$ cat src/rtl/dcache_pmem_axi4lite.sv
// dcache_pmem_axi4lite: turns the single-beat outport request/ack bus of the
// dcache_if_pmem bridge into AXI4-Lite master transactions, one at a time.
// All AXI valids/readies and the ack/data back to the requester are registered.
// An optional response timeout turns a hung slave into an error ack.
module dcache_pmem_axi4lite #(
    parameter int TIMEOUT   = 0,
    parameter int TIMEOUT_W = 16
) (
    input  logic        clk_i,
    input  logic        rst_ni,
    input  logic [3:0]  inport_wr_i,
    input  logic        inport_rd_i,
    input  logic [7:0]  inport_len_i,
    input  logic [31:0] inport_addr_i,
    input  logic [31:0] inport_write_data_i,
    output logic        inport_accept_o,
    output logic        inport_ack_o,
    output logic        inport_error_o,
    output logic [31:0] inport_read_data_o,
    output logic        axi_awvalid_o,
    input  logic        axi_awready_i,
    output logic [31:0] axi_awaddr_o,
    output logic        axi_wvalid_o,
    input  logic        axi_wready_i,
    output logic [31:0] axi_wdata_o,
    output logic [3:0]  axi_wstrb_o,
    input  logic        axi_bvalid_i,
    output logic        axi_bready_o,
    input  logic [1:0]  axi_bresp_i,
    output logic        axi_arvalid_o,
    input  logic        axi_arready_i,
    output logic [31:0] axi_araddr_o,
    input  logic        axi_rvalid_i,
    output logic        axi_rready_o,
    input  logic [31:0] axi_rdata_i,
    input  logic [1:0]  axi_rresp_i
);

    typedef enum logic [2:0] {
        IDLE,
        WREQ,
        WRESP,
        RREQ,
        RRESP,
        ERR
    } state_t;

    // Counter value on the cycle whose closing edge makes it reach TIMEOUT.
    localparam logic [TIMEOUT_W-1:0] TMO_LAST =
        (TIMEOUT == 0) ? '0 : TIMEOUT_W'(TIMEOUT - 1);

    state_t              state_q, state_d;
    logic                awvalid_q, awvalid_d;
    logic                wvalid_q, wvalid_d;
    logic                bready_q, bready_d;
    logic                arvalid_q, arvalid_d;
    logic                rready_q, rready_d;
    logic                ack_q, ack_d;
    logic                error_q, error_d;
    logic [31:0]         rdata_q, rdata_d;
    logic [31:0]         addr_q, addr_d;
    logic [31:0]         wdata_q, wdata_d;
    logic [3:0]          strb_q, strb_d;
    logic [TIMEOUT_W-1:0] tmo_cnt_q, tmo_cnt_d;

    logic req;
    logic busy;
    logic tmo_hit;
    logic abort;
    logic aw_done;
    logic w_done;

    // Only the error bit of each response is meaningful to the requester.
    logic unused_resp_bits;
    assign unused_resp_bits = axi_bresp_i[0] ^ axi_rresp_i[0];

    assign req     = inport_rd_i || (inport_wr_i != 4'h0);
    assign busy    = (state_q == WREQ) || (state_q == WRESP) ||
                     (state_q == RREQ) || (state_q == RRESP);
    assign tmo_hit = (TIMEOUT != 0) && busy && (tmo_cnt_q == TMO_LAST);
    assign aw_done = !awvalid_q || axi_awready_i;
    assign w_done  = !wvalid_q || axi_wready_i;

    assign inport_accept_o    = (state_q == IDLE);
    assign inport_ack_o       = ack_q;
    assign inport_error_o     = error_q;
    assign inport_read_data_o = rdata_q;
    assign axi_awvalid_o      = awvalid_q;
    assign axi_awaddr_o       = addr_q;
    assign axi_wvalid_o       = wvalid_q;
    assign axi_wdata_o        = wdata_q;
    assign axi_wstrb_o        = strb_q;
    assign axi_bready_o       = bready_q;
    assign axi_arvalid_o      = arvalid_q;
    assign axi_araddr_o       = addr_q;
    assign axi_rready_o       = rready_q;

    // Next-state and next-output logic; a timeout abort overrides everything.
    always_comb begin
        state_d   = state_q;
        awvalid_d = awvalid_q;
        wvalid_d  = wvalid_q;
        bready_d  = bready_q;
        arvalid_d = arvalid_q;
        rready_d  = rready_q;
        ack_d     = 1'b0;
        error_d   = 1'b0;
        rdata_d   = rdata_q;
        addr_d    = addr_q;
        wdata_d   = wdata_q;
        strb_d    = strb_q;
        tmo_cnt_d = tmo_cnt_q;
        abort     = 1'b0;

        if (busy && (tmo_cnt_q != '1)) begin
            tmo_cnt_d = tmo_cnt_q + TIMEOUT_W'(1);
        end

        case (state_q)
            IDLE: begin
                if (req) begin
                    addr_d    = inport_addr_i;
                    wdata_d   = inport_write_data_i;
                    strb_d    = inport_wr_i;
                    tmo_cnt_d = '0;
                    if (inport_len_i != 8'd0) begin
                        state_d = ERR;
                    end else if (inport_wr_i != 4'h0) begin
                        state_d   = WREQ;
                        awvalid_d = 1'b1;
                        wvalid_d  = 1'b1;
                    end else begin
                        state_d   = RREQ;
                        arvalid_d = 1'b1;
                    end
                end
            end
            WREQ: begin
                if (tmo_hit) begin
                    abort = 1'b1;
                end else if (aw_done && w_done) begin
                    awvalid_d = 1'b0;
                    wvalid_d  = 1'b0;
                    bready_d  = 1'b1;
                    state_d   = WRESP;
                end else begin
                    if (awvalid_q && axi_awready_i) begin
                        awvalid_d = 1'b0;
                    end
                    if (wvalid_q && axi_wready_i) begin
                        wvalid_d = 1'b0;
                    end
                end
            end
            WRESP: begin
                if (axi_bvalid_i) begin
                    bready_d = 1'b0;
                    ack_d    = 1'b1;
                    error_d  = axi_bresp_i[1];
                    state_d  = IDLE;
                end else if (tmo_hit) begin
                    abort = 1'b1;
                end
            end
            RREQ: begin
                if (tmo_hit) begin
                    abort = 1'b1;
                end else if (axi_arready_i) begin
                    arvalid_d = 1'b0;
                    rready_d  = 1'b1;
                    state_d   = RRESP;
                end
            end
            RRESP: begin
                if (axi_rvalid_i) begin
                    rready_d = 1'b0;
                    rdata_d  = axi_rdata_i;
                    ack_d    = 1'b1;
                    error_d  = axi_rresp_i[1];
                    state_d  = IDLE;
                end else if (tmo_hit) begin
                    abort = 1'b1;
                end
            end
            ERR: begin
                ack_d   = 1'b1;
                error_d = 1'b1;
                state_d = IDLE;
            end
            default: begin
                state_d = IDLE;
            end
        endcase

        if (abort) begin
            awvalid_d = 1'b0;
            wvalid_d  = 1'b0;
            bready_d  = 1'b0;
            arvalid_d = 1'b0;
            rready_d  = 1'b0;
            ack_d     = 1'b1;
            error_d   = 1'b1;
            state_d   = IDLE;
        end
    end

    // State and registered outputs; reset drops any in-flight request silently.
    always_ff @(posedge clk_i or negedge rst_ni) begin
        if (!rst_ni) begin
            state_q   <= IDLE;
            awvalid_q <= 1'b0;
            wvalid_q  <= 1'b0;
            bready_q  <= 1'b0;
            arvalid_q <= 1'b0;
            rready_q  <= 1'b0;
            ack_q     <= 1'b0;
            error_q   <= 1'b0;
            rdata_q   <= 32'h0;
            addr_q    <= 32'h0;
            wdata_q   <= 32'h0;
            strb_q    <= 4'h0;
            tmo_cnt_q <= '0;
        end else begin
            state_q   <= state_d;
            awvalid_q <= awvalid_d;
            wvalid_q  <= wvalid_d;
            bready_q  <= bready_d;
            arvalid_q <= arvalid_d;
            rready_q  <= rready_d;
            ack_q     <= ack_d;
            error_q   <= error_d;
            rdata_q   <= rdata_d;
            addr_q    <= addr_d;
            wdata_q   <= wdata_d;
            strb_q    <= strb_d;
            tmo_cnt_q <= tmo_cnt_d;
        end
    end

endmodule

$ cat config.mk
export PLATFORM = sky130hd
export DESIGN_NAME = dcache_pmem_axi4lite
export DESIGN_NICKNAME = d
export VERILOG_FILES = /design/src/rtl/dcache_pmem_axi4lite.sv
export SDC_FILE = /design/constraint.sdc
export NUM_CORES = 1
export LEC_CHECK = 0
export BUFFER_PORTS_ARGS = -buffer_cell sky130_fd_sc_hd__buf_4
export CAP_MARGIN = 40
export CORE_UTILIZATION = 47
export DETAILED_ROUTE_END_ITERATION = 7
export PLACE_DENSITY = 0.81
export SYNTH_ARGS = -nofsm -noshare
export SYNTH_HDL_FRONTEND = slang
export SYNTH_SLANG_ARGS = --single-unit
$ cat constraint.sdc
create_clock -name clk_i -period 3.5 [get_ports clk_i]
set_clock_uncertainty 0.1 [all_clocks]
set_input_delay 0 -clock clk_i [delete_from_list [all_inputs] [get_ports clk_i]]
set_output_delay 0 -clock clk_i [all_outputs]
set_load 0.01 [all_outputs]
; Yosys cells after proc, flatten, opt, wreduce, memory -nomap -nowiden
; Cells that the tools add are included.
[totals]
register_bits = 110
in_bits = 120
out_inout_bits = 140
elab_cells = 84
[classes]
n_eq_ne = 15
muxes = 34
n_reduce_logical = 23
[op_table]
columns = cell, n
row1 = AND reduction 5 bit, 4
row2 = 2-to-1 mux 1 bit, 19
row3 = 2-to-1 mux 3 bit, 6
row4 = case mux 3 bit (5 select lines), 1
row5 = inequality test 2 bit (second input constant), 5
row6 = case mux 1 bit (2 select lines), 5
row7 = nonzero test 2 bit, 4
row8 = nonzero test 8 bit, 1
row9 = == test 3 x 2 -> 1 bit (second input constant), 2
row10 = == test 3 bit (second input constant), 2
row11 = inequality test 2 x 1 -> 1 bit (second input constant), 3
row12 = inequality test 3 x 1 -> 1 bit (second input constant), 2
row13 = case mux 1 bit (3 select lines), 2
row14 = AND reduction 3 bit, 2
row15 = AND reduction 2 bit, 2
row16 = nonzero test 4 bit, 1
row17 = == test 3 x 1 -> 1 bit (second input constant), 1
row18 = logical AND 1 bit, 3
row19 = zero test 3 bit, 1
row20 = logical OR 1 bit, 3
row21 = zero test 1 bit, 2
row22 = 2-to-1 mux 2 bit, 1

; Depth between registers and ports, before layout
; Gate-level depths: netlist of the first run.
[logic_depth]
word_depth = 5
ltp_mapped = 7
mapped_depth_nobuf = 5

; Worst setup path after synthesis of the first run
; Ideal clock, no wire load.
[synth_timing]
path_type = register to register
from = register state_q[2]
to = register addr_q[10] (netlist: axi_araddr_o[10])
setup_ns = 0.127
arrival_time_ns = 1.688
required_ns = 3.273
setup_slack_ns = 1.585
path_stages_with_launch = 7
n_path_buf = 2
synth_period_minus_slack_ns = 1.915
cell_sequence = dfrtp_1 > or3_1 > inv_1 > o21ai_4 > buf_6 > buf_6 > mux2_1
[synth_via]
elab_chain_len = 2
[synth_lines]
columns = element, line_no
row1 = start: declaration, 52  ; state_t state_q, state_d;
row2 = start signal: assignment, 224  ; state_q <= state_d;
row3 = zero test 3 bit, --
row4 = net inport_accept_o, 16  ; output logic inport_accept_o,
row5 = AND reduction 2 bit (no line), --
row6 = end signal: assignment, 233  ; addr_q <= addr_d;
row7 = end: declaration, 61  ; logic [31:0] addr_q, addr_d;
; The timed path passes the listed nets, and every way through them passes these cells.
; A chain may end at the register's enable or synchronous reset.

; Final worst setup path of the first run
[layout_timing]
from = input inport_wr_i[1]
to = register addr_q[4] (netlist: axi_araddr_o[4])
[layout_via]
elab_chain_len = 3
[layout_lines]
columns = element, line_no
row1 = start: declaration, 11  ; input logic [3:0] inport_wr_i,
row2 = nonzero test 4 bit, 77  ; assign req = inport_rd_i || (inport_wr_i != 4'h0);
row3 = logical OR 1 bit, 77
row4 = AND reduction 2 bit (no line), --
; Every way passes these cells.

==> results of run 1 <==
## metrics by stage
| step | std cells | setup slack (ps) | utilization | power (W) | cell area (um2) |
|---|---|---|---|---|---|
| after floorplan | 321 | 1580 | - | 0.00414 | 4530 |
| after detailed placement | 665 | 1000 | 0.684 | 0.00556 | 6350 |
| after CTS | 792 | 821 | 0.827 | 0.00648 | 7680 |
| final | 794 | 816 | 0.828 | 0.00657 | 7690 |
| after global routing | 792 | 733 | 0.827 | 0.00691 | 7680 |
| after global placement | 664 | 1050 | 0.681 | 0.00542 | 6330 |
## area by class of cell
cell class	instances	area, um2
Sequential cell	110	2750
Timing Repair Buffer	372	3100
Clock inverter	5	66.3
Multi-Input combinational cell	163	1440
Clock buffer	11	151
Fill cell	502	1600
Antenna cell	2	5.00
Tap cell	129	161
Inverter	2	7.51
## sequential cells by signal (all words and copies together), names as in the netlist
name,cells
inport_read_data_o,32
axi_arvalid_o,1
axi_rready_o,1
axi_araddr_o,32
inport_ack_o,1
axi_wstrb_o,4
axi_wvalid_o,1
state_q,3
axi_wdata_o,32
axi_awvalid_o,1
axi_bready_o,1
inport_error_o,1
## what timing repair did
| action | 4_1_cts | 5_1_grt |
|---|---|---|
| hold buffers | 111 | 0 |
| hold endpoints to repair | 199 | 0 |
| buffers inserted | 0 | 0 |
## how the worst max path moves through the flow
stage,startpoint,end,slack (ps)
finish,inport_wr_i[1],axi_araddr_o[4],820
global route,inport_wr_i[1],axi_araddr_o[1],730
CTS,inport_wr_i[1],axi_wdata_o[30],820
detailed placement,inport_wr_i[1],axi_wdata_o[14],1000
global placement,inport_wr_i[1],axi_wdata_o[12],1050
floorplan,state_q[2],axi_araddr_o[10],1580
## metal layers
layer | GRT usage | wire length [um] | up-vias
met5 | 0 | 0 | -
met4 | 0.115 | 390 | 0
met3 | 0.0662 | 909 | 32
met2 | 0.537 | 7960 | 199
met1 | 0.314 | 5140 | 1890
li1 | - | - | 1750
## kinds of logic (layout without fill, tap and decap cells)
logic type             count (synthesis)  count (layout)  synth area share
DFF                                  110             110             0.608
AOI/OAI and AO/OA                     19              19            0.0282
muxes                                 97              97             0.241
other                                  0               2                 0
and+or+nand+nor                       47              47            0.0481
buffers and inverters                 48             390            0.0749
## Yosys cell counts, drive strengths merged (2+ instances only)
| cell type | instances |
|---|---|
| o21ai | 8 |
| a31oi | 3 |
| o32ai | 2 |
| dfrtp | 110 |
| nor2 | 7 |
| nand2 | 25 |
| o311ai | 2 |
| a21oi | 3 |
| or4 | 3 |
| inv | 2 |
| mux2 | 97 |
| buf | 43 |
| clkbuf | 3 |
| nor2b | 3 |
## worst max-delay path, cell delays in order
cell and delay (ps):
sky130_fd_sc_hd__dlygate4sd3_1 540, sky130_fd_sc_hd__buf_4 140, sky130_fd_sc_hd__or4_1 680, sky130_fd_sc_hd__o21ai_4 740, sky130_fd_sc_hd__buf_12 330, sky130_fd_sc_hd__mux2_2 370
## where the power goes
part,switching (W),internal (W)
Clock,0.000439,0.000378
Combinational,0.00142,0.00191
Sequential,0.000497,0.00192
Total,0.00236,0.00421
## cells in the final DEF, fill, tap and decap left out, types with 2 or more instances in the layout
cell type                         n
sky130_fd_sc_hd__a21oi_1          3
sky130_fd_sc_hd__nand2_1         25
sky130_fd_sc_hd__buf_4          259
sky130_fd_sc_hd__diode_2          2
sky130_fd_sc_hd__dlygate4sd3_1  111
sky130_fd_sc_hd__o21ai_0          7
sky130_fd_sc_hd__nor2b_1          3
sky130_fd_sc_hd__nor2_1           6
sky130_fd_sc_hd__mux2_2          92
sky130_fd_sc_hd__dfrtp_1        110
sky130_fd_sc_hd__mux2_1           5
sky130_fd_sc_hd__a31oi_1          3
sky130_fd_sc_hd__o32ai_1          2
sky130_fd_sc_hd__clkbuf_8        11
sky130_fd_sc_hd__clkinv_4         2
sky130_fd_sc_hd__inv_1            2
sky130_fd_sc_hd__or4_1            3
==> impl_summary.log, run 1 <==
[metrics] worst hold path type: in2async
[metrics] clock-pin slew on the worst setup and hold paths: ~110 ps
[metrics] required time of the critical path: 3640 ps
[metrics] placed wire-length estimate: 8.55 mm
[metrics] total CTS buffers: 9
[metrics] achievable frequency: 373 MHz
[metrics] Critical Path Fanout Max: 43
[metrics] Top FF cell, synth: sky130_fd_sc_hd__dfrtp_1
[metrics] post-synth design cell area: 0.00453 mm2
[metrics] reg-to-reg endpoint: axi_araddr_o[4]
[metrics] async set or reset register ratio after synthesis: 1.00
[metrics] R2R Setup Slk: 1210 ps
[metrics] number of nets in the synthesized netlist: 441
[metrics] Starting Density: 0.488
[metrics] die area: roughly 0.01 mm2
[metrics] reported max-cap violation count: 0
[metrics] Max IR drop VDD: 0.452 mV
[metrics] number of optimization iterations in the first detailed-route pass: 5
[metrics] number of failing hold endpoints at the final stage: 0
[metrics] post_cts resized: 0
[metrics] arrival time of the worst setup path: 2830 ps
[metrics] setup repair after global routing missed its margin: no
[metrics] post-synthesis sequential area ratio: 0.608
[metrics] number of endpoints failing setup at the final stage: 0
[metrics] clock tree from TritonCTS: built
[metrics] area leader, netlist: sky130_fd_sc_hd__dfrtp_1
[metrics] Setup Crit Path Kind: in2reg
[metrics] final hold slack: 18.8 ps
[metrics] proportion of netlist area held by the largest area contributor: 0.608
[metrics] Buffers on Ports: 257
[metrics] Layout area overhead: 69.7%
[metrics] yosys synthesis warning count: 0
[metrics] GR Overflow Total: 0
[metrics] slew at the pin closest to its max-slew limit: roughly 870 ps
[metrics] EDFF count, synth: 0
[metrics] maximum clock insertion buffer count: 2
[metrics] origin of the critical flop-to-flop path: state_q[2]
[metrics] global-route wire length before repair: ~22 mm
[metrics] detailed-route wire length: 14.4 mm
[metrics] H-tree Lvls: 3
[metrics] count of state elements after synthesis: 110
[metrics] fraction of final layout cells with drive strength greater than 1: 0.561
[metrics] count of unresolved DRC violations after routing: 0
[metrics] worst-case reg-to-reg path depth: 5
[metrics] number of DRC markers after the initial detailed-route iteration: 86
[metrics] setup_tns: 0 ps
[metrics] number of nets with antenna violations after routing: 0
[metrics] headroom to the max-slew limit: 0.415
[metrics] vias in the first global route: 4,122
[metrics] Avg Inst Size Synth: 14.1 um2
[metrics] Max Transition Viols Final: 0
[metrics] final period demand of the worst path: ~2700 ps
[metrics] Post-Syn Instances: 321
[metrics] Pwr per Cell Area: 854 mW/mm2
[metrics] # IOs: 260
[metrics] global-route usage over all layers: 0.288
[metrics] ranking of synthesized cells by area: sky130_fd_sc_hd__dfrtp_1 61%, sky130_fd_sc_hd__mux2_2 23%, sky130_fd_sc_hd__buf_4 6.1%, sky130_fd_sc_hd__nand2_1 2.1%, sky130_fd_sc_hd__mux2_1 1.2%
[metrics] clock network latency to the later pin of the worst-skew pair: approximately 350 ps
[metrics] die height: 100 um
[metrics] number of sinks on the clock net: 110
[metrics] static leakage: 3.67 nW
[metrics] FP Rows: 35
[metrics] DR vias: 3,871
[metrics] Root Driver: sky130_fd_sc_hd__clkbuf_8
[metrics] initial antenna violation count: 0
[metrics] Core Footprint: 0.00928 mm2
[metrics] number of distinct library cells after synthesis: 29
[metrics] Worst Setup Start Kind: input port
[metrics] average vias per placed instance: approximately 5
[metrics] post-DR wirelength/cell: between 15 and 20 um
[metrics] endpoint kind of the worst setup timing path: flip-flop
[metrics] run status: completed
[metrics] number of nets at the end of the flow: 778
[metrics] final worst-path cycle share: 0.767
[metrics] Die Width: about 100 um
[metrics] pin count of the biggest net entering global routing: 60
[metrics] weighted congestion reported at the end of routability-driven placement: 0.790
(Power assumes the default switching activity.)
==> run 2, diff against run 1 <==
CORE_ASPECT_RATIO = 1.1   (was unset)
CORE_UTILIZATION = 44   (was 47)
PLACE_DENSITY = 0.76   (was 0.81)
clock period = 2.8 ns   (was 3.5 ns; I/O delays follow)
==> impl_summary.log, run 2 (synthesis gave the netlist of run 1 again) <==
[metrics] clock tree from TritonCTS: built
[metrics] H-tree Lvls: 3 (unchanged)
[metrics] vias in the first global route: 4,120 (-0.049%)
[metrics] Met1 Wirelength: 4.80 mm (-6.7%)
[metrics] maximum clock insertion buffer count: 2 (unchanged)
[metrics] switching pwr: 0.00283 W (+20%)
[metrics] Setup Crit Path Kind: in2reg
[metrics] Pwr per Cell Area: 1050 mW/mm2 (+23%)
[metrics] headroom to the max-slew limit: 0.511 (+0.0959)
[metrics] fraction of final layout cells with drive strength greater than 1: 0.560 (-0.00151)
[metrics] Max Transition Viols Final: 0 (unchanged)
[metrics] critical-path cell list: dlygate4sd3_1 > buf_4 > or4_1 > o21ai_4 > buf_4 > mux2_2
[metrics] final worst-path cycle share: 0.804
[metrics] endpoint kind of the worst setup timing path: flip-flop
[metrics] post-CTS setup-driven buffer insertion count: 0 (unchanged)
[metrics] run status: completed
[metrics] leading cell type in the layout, fill and taps excluded: sky130_fd_sc_hd__buf_4
[metrics] die area: 0.0107 mm2 (+6.7%)
[metrics] Layout area overhead: 68.6%
[metrics] area post-placement: 0.00633 mm2 (-0.30%)
[metrics] arrival time of the worst setup path: 2400 ps (-430 ps)
[metrics] required time of the critical path: 2950 ps (-690 ps)
[metrics] core utilization of the finished layout: 0.769 (-0.0593)
[metrics] internal power summed over all cells: 0.00521 W (+24%)
[metrics] # IOs: 260 (unchanged)
[metrics] number of optimization iterations in the first detailed-route pass: 4 (-1)
[metrics] global-route wire length before repair: 20.5 mm (-5.4%)
[metrics] wire length on met3: 1.06 mm (+17%)
[metrics] cell occurring most often along the worst timing path: sky130_fd_sc_hd__buf_4
[metrics] average vias per placed instance: 4.87 (-0.14%)
[metrics] number of failing hold endpoints at the final stage: 0 (unchanged)
[metrics] number of sinks on the clock net: 110 (unchanged)
[metrics] length of routed met2 wiring: 6.93 mm (-13%)
[metrics] post-DR wirelength/cell: 16.8 um (-7.2%)
[metrics] Starting Density: 0.456 (-0.0321)
[metrics] Crit. path cell count: 6 (unchanged)
[metrics] combinational share of power: 0.512 (+0.005)
[metrics] weighted congestion reported at the end of routability-driven placement: 0.817 (+3.4%)
[metrics] reported max-cap violation count: 0 (unchanged)
[metrics] DR vias: 3,817 (-1.4%)
[metrics] dominant delay contributor by cell family on the critical path: buffers and inverters
[metrics] count of unresolved DRC violations after routing: 0 (unchanged)
[metrics] die height: 108 um (+8.2%)
[metrics] Critical Path Fanout Max: 30 (-30%)
[metrics] Die Width: 98.7 um (-1.4%)
[metrics] leading cell types in the layout, fill and taps excluded: 259 x sky130_fd_sc_hd__buf_4, 111 x sky130_fd_sc_hd__dlygate4sd3_1, 110 x sky130_fd_sc_hd__dfrtp_1
[metrics] FP Rows: 38 (+8.6%)
[metrics] number of endpoints failing setup at the final stage: 0 (unchanged)
[metrics] final period demand of the worst path: 2250 ps
[metrics] initial antenna violation count: 0 (unchanged)
[metrics] worst hold path type: in2async
[metrics] worst-case reg-to-reg path depth: 5 (unchanged)
[metrics] placed wire-length estimate: 8.19 mm (-4.2%)
[metrics] Worst Path Buf+Inv: 3 (unchanged)
[metrics] achievable frequency: approximately 440 MHz
[metrics] clock-pin slew on the worst setup and hold paths: 100 ps (about the same)
[metrics] slew at the pin closest to its max-slew limit: 733 ps (-141 ps)
[metrics] Root Driver: sky130_fd_sc_hd__clkbuf_8
[metrics] final hold slack: 125 ps (+106 ps)
[metrics] clock network latency to the later pin of the worst-skew pair: 360 ps (about the same)
[metrics] critical path's slowest cell: sky130_fd_sc_hd__or4_1
[metrics] Worst Setup Start Kind: input port
[metrics] Core Footprint: 0.00994 mm2 (+7.0%)
[metrics] PnR worst setup slack: 549 ps (-267 ps)
[metrics] static leakage: 3.65 nW (-0.62%)
[metrics] detailed-route wire length: 13.2 mm (-8.4%)
[metrics] Max IR drop VDD: 0.573 mV (+27%)
[metrics] sequential fraction of design power: 0.371 (+0.003)
[metrics] pin count of the biggest net entering global routing: 58 (-3.3%)
[metrics] number of nets with antenna violations after routing: 0 (unchanged)
[metrics] setup_tns: 0 ps (unchanged)
[metrics] final instance area: 0.00764 mm2 (-0.63%)
[metrics] worst slack at placement: 688 ps (-314 ps)
[metrics] number of DRC markers after the initial detailed-route iteration: 141 (+64%)
[metrics] setup repair after global routing missed its margin: no
[metrics] number of nets at the end of the flow: 778 (unchanged)
[metrics] total CTS buffers: 9 (unchanged)
[metrics] highest metal used: met4
[metrics] Buffers on Ports: 257 (unchanged)
[metrics] GR Overflow Total: 0 (unchanged)
[metrics] global-route usage over all layers: 0.252 (-0.0362)
[metrics] share of power burned in the clock network: 0.117 (-0.007)
[metrics] number of inserted filler cells in the final layout: 602 (+20%)
[metrics] stage delay of the slowest cell on the critical path: 690 ps (-50 ps)
[metrics] Sw Ratio: 0.352 (-0.00649)
## run 2: timing repair
item,4_1_cts,5_1_grt
hold buffers,111,0
hold endpoints to repair,165,0
gates resized for setup,0,0
## run 2: through the flow
stage	total power, W	std cells
3_5_place_dp	0.00692	656
5_1_grt	0.00851	783
2_1_floorplan	0.00518	321
3_3_place_gp	0.00678	656
4_1_cts	0.00800	783
6_report	0.00804	784
## run 2: worst paths after layout
| path | startpoint | end | slack (ps) |
|---|---|---|---|
| min in group clk_i | inport_len_i[6] | axi_wvalid_o | 130 |
| hold / removal | rst_ni | axi_araddr_o[15] | 130 |
| hold reg to reg | axi_wstrb_o[0] | axi_wstrb_o[0] | 380 |
| setup reg to reg | state_q[2] | inport_error_o | 660 |
| setup / recovery | inport_wr_i[1] | axi_wdata_o[16] | 550 |
| max in group asynchronous | rst_ni | axi_araddr_o[20] | 1710 |
## run 2: worst reg2reg max path, cell delays in order (launching register included)
cell	delay, ps
sky130_fd_sc_hd__dfrtp_1	590
sky130_fd_sc_hd__nor2_1	90
sky130_fd_sc_hd__nand4_1	100
sky130_fd_sc_hd__dlygate4sd3_1	550
sky130_fd_sc_hd__o21ai_0	60
sky130_fd_sc_hd__dlygate4sd3_1	550
## run 2: power groups by stage
stage | Combinational, W | Sequential, W | Clock (W)
after floorplan | 0.00195 | 0.00323 | 0
after global placement | 0.00387 | 0.00291 | 0
after detailed placement | 0.00396 | 0.00297 | 0
after CTS | 0.00409 | 0.00294 | 0.000975
after global routing | 0.00439 | 0.00309 | 0.00103
final | 0.00412 | 0.00298 | 0.000943
## run 2: cell type report
cell class                      count  area, um2  share of cell area
Antenna cell                        1       2.50            0.000328
Sequential cell                   110       2750               0.360
Multi-Input combinational cell    163       1440               0.189
Tap cell                          120        150              0.0197
Inverter                            2       7.51            0.000983
Clock inverter                      6       62.6             0.00819
Timing Repair Buffer              372       3100               0.405
Clock buffer                       10        128              0.0167
## run 2: per-layer routing
metal | GRT usage | up-vias
met2 | 0.451 | 191
met4 | 0.122 | 0
met5 | 0 | -
met3 | 0.0776 | 33
met1 | 0.271 | 1838
li1 | - | 1755
==> run 3, diff against run 2 <==
CORE_UTILIZATION = 40   (was 44)
PLACE_DENSITY = 0.73   (was 0.76)
clock period = 1.9 ns   (was 2.8 ns; I/O delays follow)
==> impl_summary.log, run 3 (synthesis gave the netlist of run 1 again) <==
[metrics] achievable frequency: 543 MHz
[metrics] run status: completed
[metrics] Sw Ratio: 0.334 (-0.0183)
[metrics] Starting Density: 0.413 (-0.0426)
[metrics] fraction of final layout cells with drive strength greater than 1: 0.572 (+0.0127)
[metrics] number of nets with antenna violations after routing: 0 (unchanged)
[metrics] count of unresolved DRC violations after routing: 0 (unchanged)
[metrics] global-route wire length before repair: 18.9 mm (-8.1%)
[metrics] setup repair after global routing missed its margin: no
[metrics] clock tree from TritonCTS: built
[metrics] number of endpoints failing setup at the final stage: 0 (unchanged)
[metrics] core utilization of the finished layout: 0.721 (-0.0472)
[metrics] global-route usage over all layers: 0.212 (-0.0395)
[metrics] final worst-path cycle share: 0.970
[metrics] die height: 114 um (+4.8%)
[metrics] number of sinks on the clock net: 110 (unchanged)
[metrics] vias in the first global route: 3,924 (-4.8%)
[metrics] pin count of the biggest net entering global routing: 59 (+1.7%)
[metrics] maximum clock insertion buffer count: 2 (unchanged)
[metrics] Post-Place Cells: 690 (+5.2%)
[metrics] fin cells: 818 (+4.3%)
[metrics] endpoint kind of the worst setup timing path: flip-flop
[metrics] number of failing hold endpoints at the final stage: 0 (unchanged)
[metrics] initial antenna violation count: 0 (unchanged)
[metrics] number of DRC markers after the initial detailed-route iteration: 136 (-3.5%)
[metrics] Critical Path Fanout Max: 17 (-43%)
[metrics] arrival time of the worst setup path: 1970 ps (-430 ps)
[metrics] area post-placement: 0.00645 mm2 (+1.8%)
[metrics] final period demand of the worst path: between 1500 and 2000 ps
[metrics] post-DR wirelength/cell: 15.5 um (-8.0%)
[metrics] average vias per placed instance: 4.64 (-4.7%)
[metrics] worst hold path type: in2async
[metrics] DR vias: 3,795 (-0.58%)
[metrics] final instance area: 0.00791 mm2 (+3.5%)
[metrics] combinational share of power: 0.512 (about the same)
[metrics] placed wire-length estimate: 8.19 mm (about the same)
[metrics] static leakage: 3.77 nW (+3.4%)
[metrics] Pwr per Cell Area: 1580 mW/mm2 (+50%)
[metrics] FP Rows: 40 (+5.3%)
[metrics] Setup Crit Path Kind: in2reg
[metrics] sequential fraction of design power: 0.345 (-0.026)
[metrics] share of power burned in the clock network: 0.143 (+0.026)
[metrics] H-tree Lvls: 3 (unchanged)
[metrics] setup_tns: 0 ps (unchanged)
[metrics] die area: 0.0118 mm2 (+9.8%)
[metrics] Max IR drop VDD: 0.728 mV (+27%)
[metrics] number of optimization iterations in the first detailed-route pass: 4 (unchanged)
[metrics] Buffers on Ports: 257 (unchanged)
[metrics] internal power summed over all cells: 0.00833 W (+60%)
[metrics] Max Transition Viols Final: 0 (unchanged)
[metrics] Root Driver: sky130_fd_sc_hd__clkbuf_16
[metrics] number of nets at the end of the flow: 787 (+1.2%)
[metrics] # IOs: 260 (unchanged)
[metrics] Layout area overhead: 74.6%
[metrics] total CTS buffers: 9 (unchanged)
[metrics] weighted congestion reported at the end of routability-driven placement: 0.768 (-6.0%)
[metrics] Core Footprint: 0.0110 mm2 (+10%)
[metrics] GR Overflow Total: 0 (unchanged)
[metrics] Worst Setup Start Kind: input port
[metrics] required time of the critical path: 2030 ps (-920 ps)
[metrics] final antenna diode count: 0 (-1)
[metrics] headroom to the max-slew limit: 0.731 (+0.219)
[metrics] power after layout: 0.0125 W (+56%)
[metrics] clock-pin slew on the worst setup and hold paths: 70 ps (-30 ps)
[metrics] switching pwr: 0.00418 W (+48%)
[metrics] leading cell types in the layout, fill and taps excluded: 264 x sky130_fd_sc_hd__buf_4, 110 x sky130_fd_sc_hd__dlygate4sd3_1, 109 x sky130_fd_sc_hd__dfrtp_1
[metrics] detailed-route wire length: 12.7 mm (-4.0%)
[metrics] leading cell type in the layout, fill and taps excluded: sky130_fd_sc_hd__buf_4
[metrics] Die Width: 103 um (+4.8%)
[metrics] clock network latency to the later pin of the worst-skew pair: 340 ps (-20 ps)
[metrics] reported max-cap violation count: 0 (unchanged)
[metrics] slew at the pin closest to its max-slew limit: 398 ps (-335 ps)
==> run 3: changes by cell type in the layout (fill, tap and decap cells not counted), moves of 3 or more <==
| cell | delta |
|---|---|
| sky130_fd_sc_hd__clkbuf_8 | -6 |
| sky130_fd_sc_hd__buf_12 | +3 |
| sky130_fd_sc_hd__buf_4 | +5 |
| sky130_fd_sc_hd__clkbuf_16 | +11 |
| sky130_fd_sc_hd__clkinvlp_4 | -3 |
==> run 3: power by group through the flow <==
stage	Clock [W]	Sequential, W	Combinational, W
CTS	0.00184	0.00429	0.00620
floorplan	0	0.00476	0.00287
finish	0.00179	0.00431	0.00641
detailed placement	0	0.00433	0.00601
global route	0.00193	0.00446	0.00690
global placement	0	0.00426	0.00591
==> run 3: repair_timing <==
item,in CTS,in global routing
setup buffers,0,1
hold buffers,110,0
endpoints found under the setup margin,0,64
endpoints found under the hold margin,219,0
gates resized for setup,0,3
==> run 3: through the flow <==
stage / hold slack (ps) / setup WS, ps
finish: 29.7 / 56.9
global route: 72.8 / 6.48
CTS: 30.0 / 1.85
detailed placement: -147 / 62.1
global placement: -154 / 106
floorplan: -396 / 66.5
==> run 3: final timing paths <==
kind	to	cells past startpoint	slack, ps	start
max	axi_wdata_o[6]	7	60	inport_wr_i[2]
min	axi_araddr_o[13]	2	30	rst_ni
max reg2reg	state_q[1]	3	70	state_q[1]
min reg2reg	axi_wstrb_o[1]	2	380	axi_wstrb_o[1]
max in group asynchronous	inport_read_data_o[27]	3	1000	rst_ni
min in group clk_i	axi_arvalid_o	5	90	inport_len_i[7]
==> run 3: cell type report <==
type                            instances  area, um2
Multi-Input combinational cell        163       1440
Clock buffer                           12        267
Clock inverter                          3       18.8
Sequential cell                       110       2750
Inverter                                2       7.51
Timing Repair Buffer                  381       3230
Fill cell                             692       3050
Tap cell                              147        184
==> run 3: per-layer routing <==
metal / GRT usage / routed length [um] / vias up
met5: 0 / 0 / -
met4: 0.111 / 400 / 0
met3: 0.0570 / 971 / 33
met2: 0.378 / 6710 / 190
met1: 0.225 / 4580 / 1801
li1: - / - / 1771
==> run 3: critical path, stage by stage <==
cell	delay (ps)
sky130_fd_sc_hd__dlygate4sd3_1	530
sky130_fd_sc_hd__buf_4	140
sky130_fd_sc_hd__or4_4	450
sky130_fd_sc_hd__o21ai_4	180
sky130_fd_sc_hd__buf_12	140
sky130_fd_sc_hd__clkbuf_16	180
sky130_fd_sc_hd__mux2_2	340
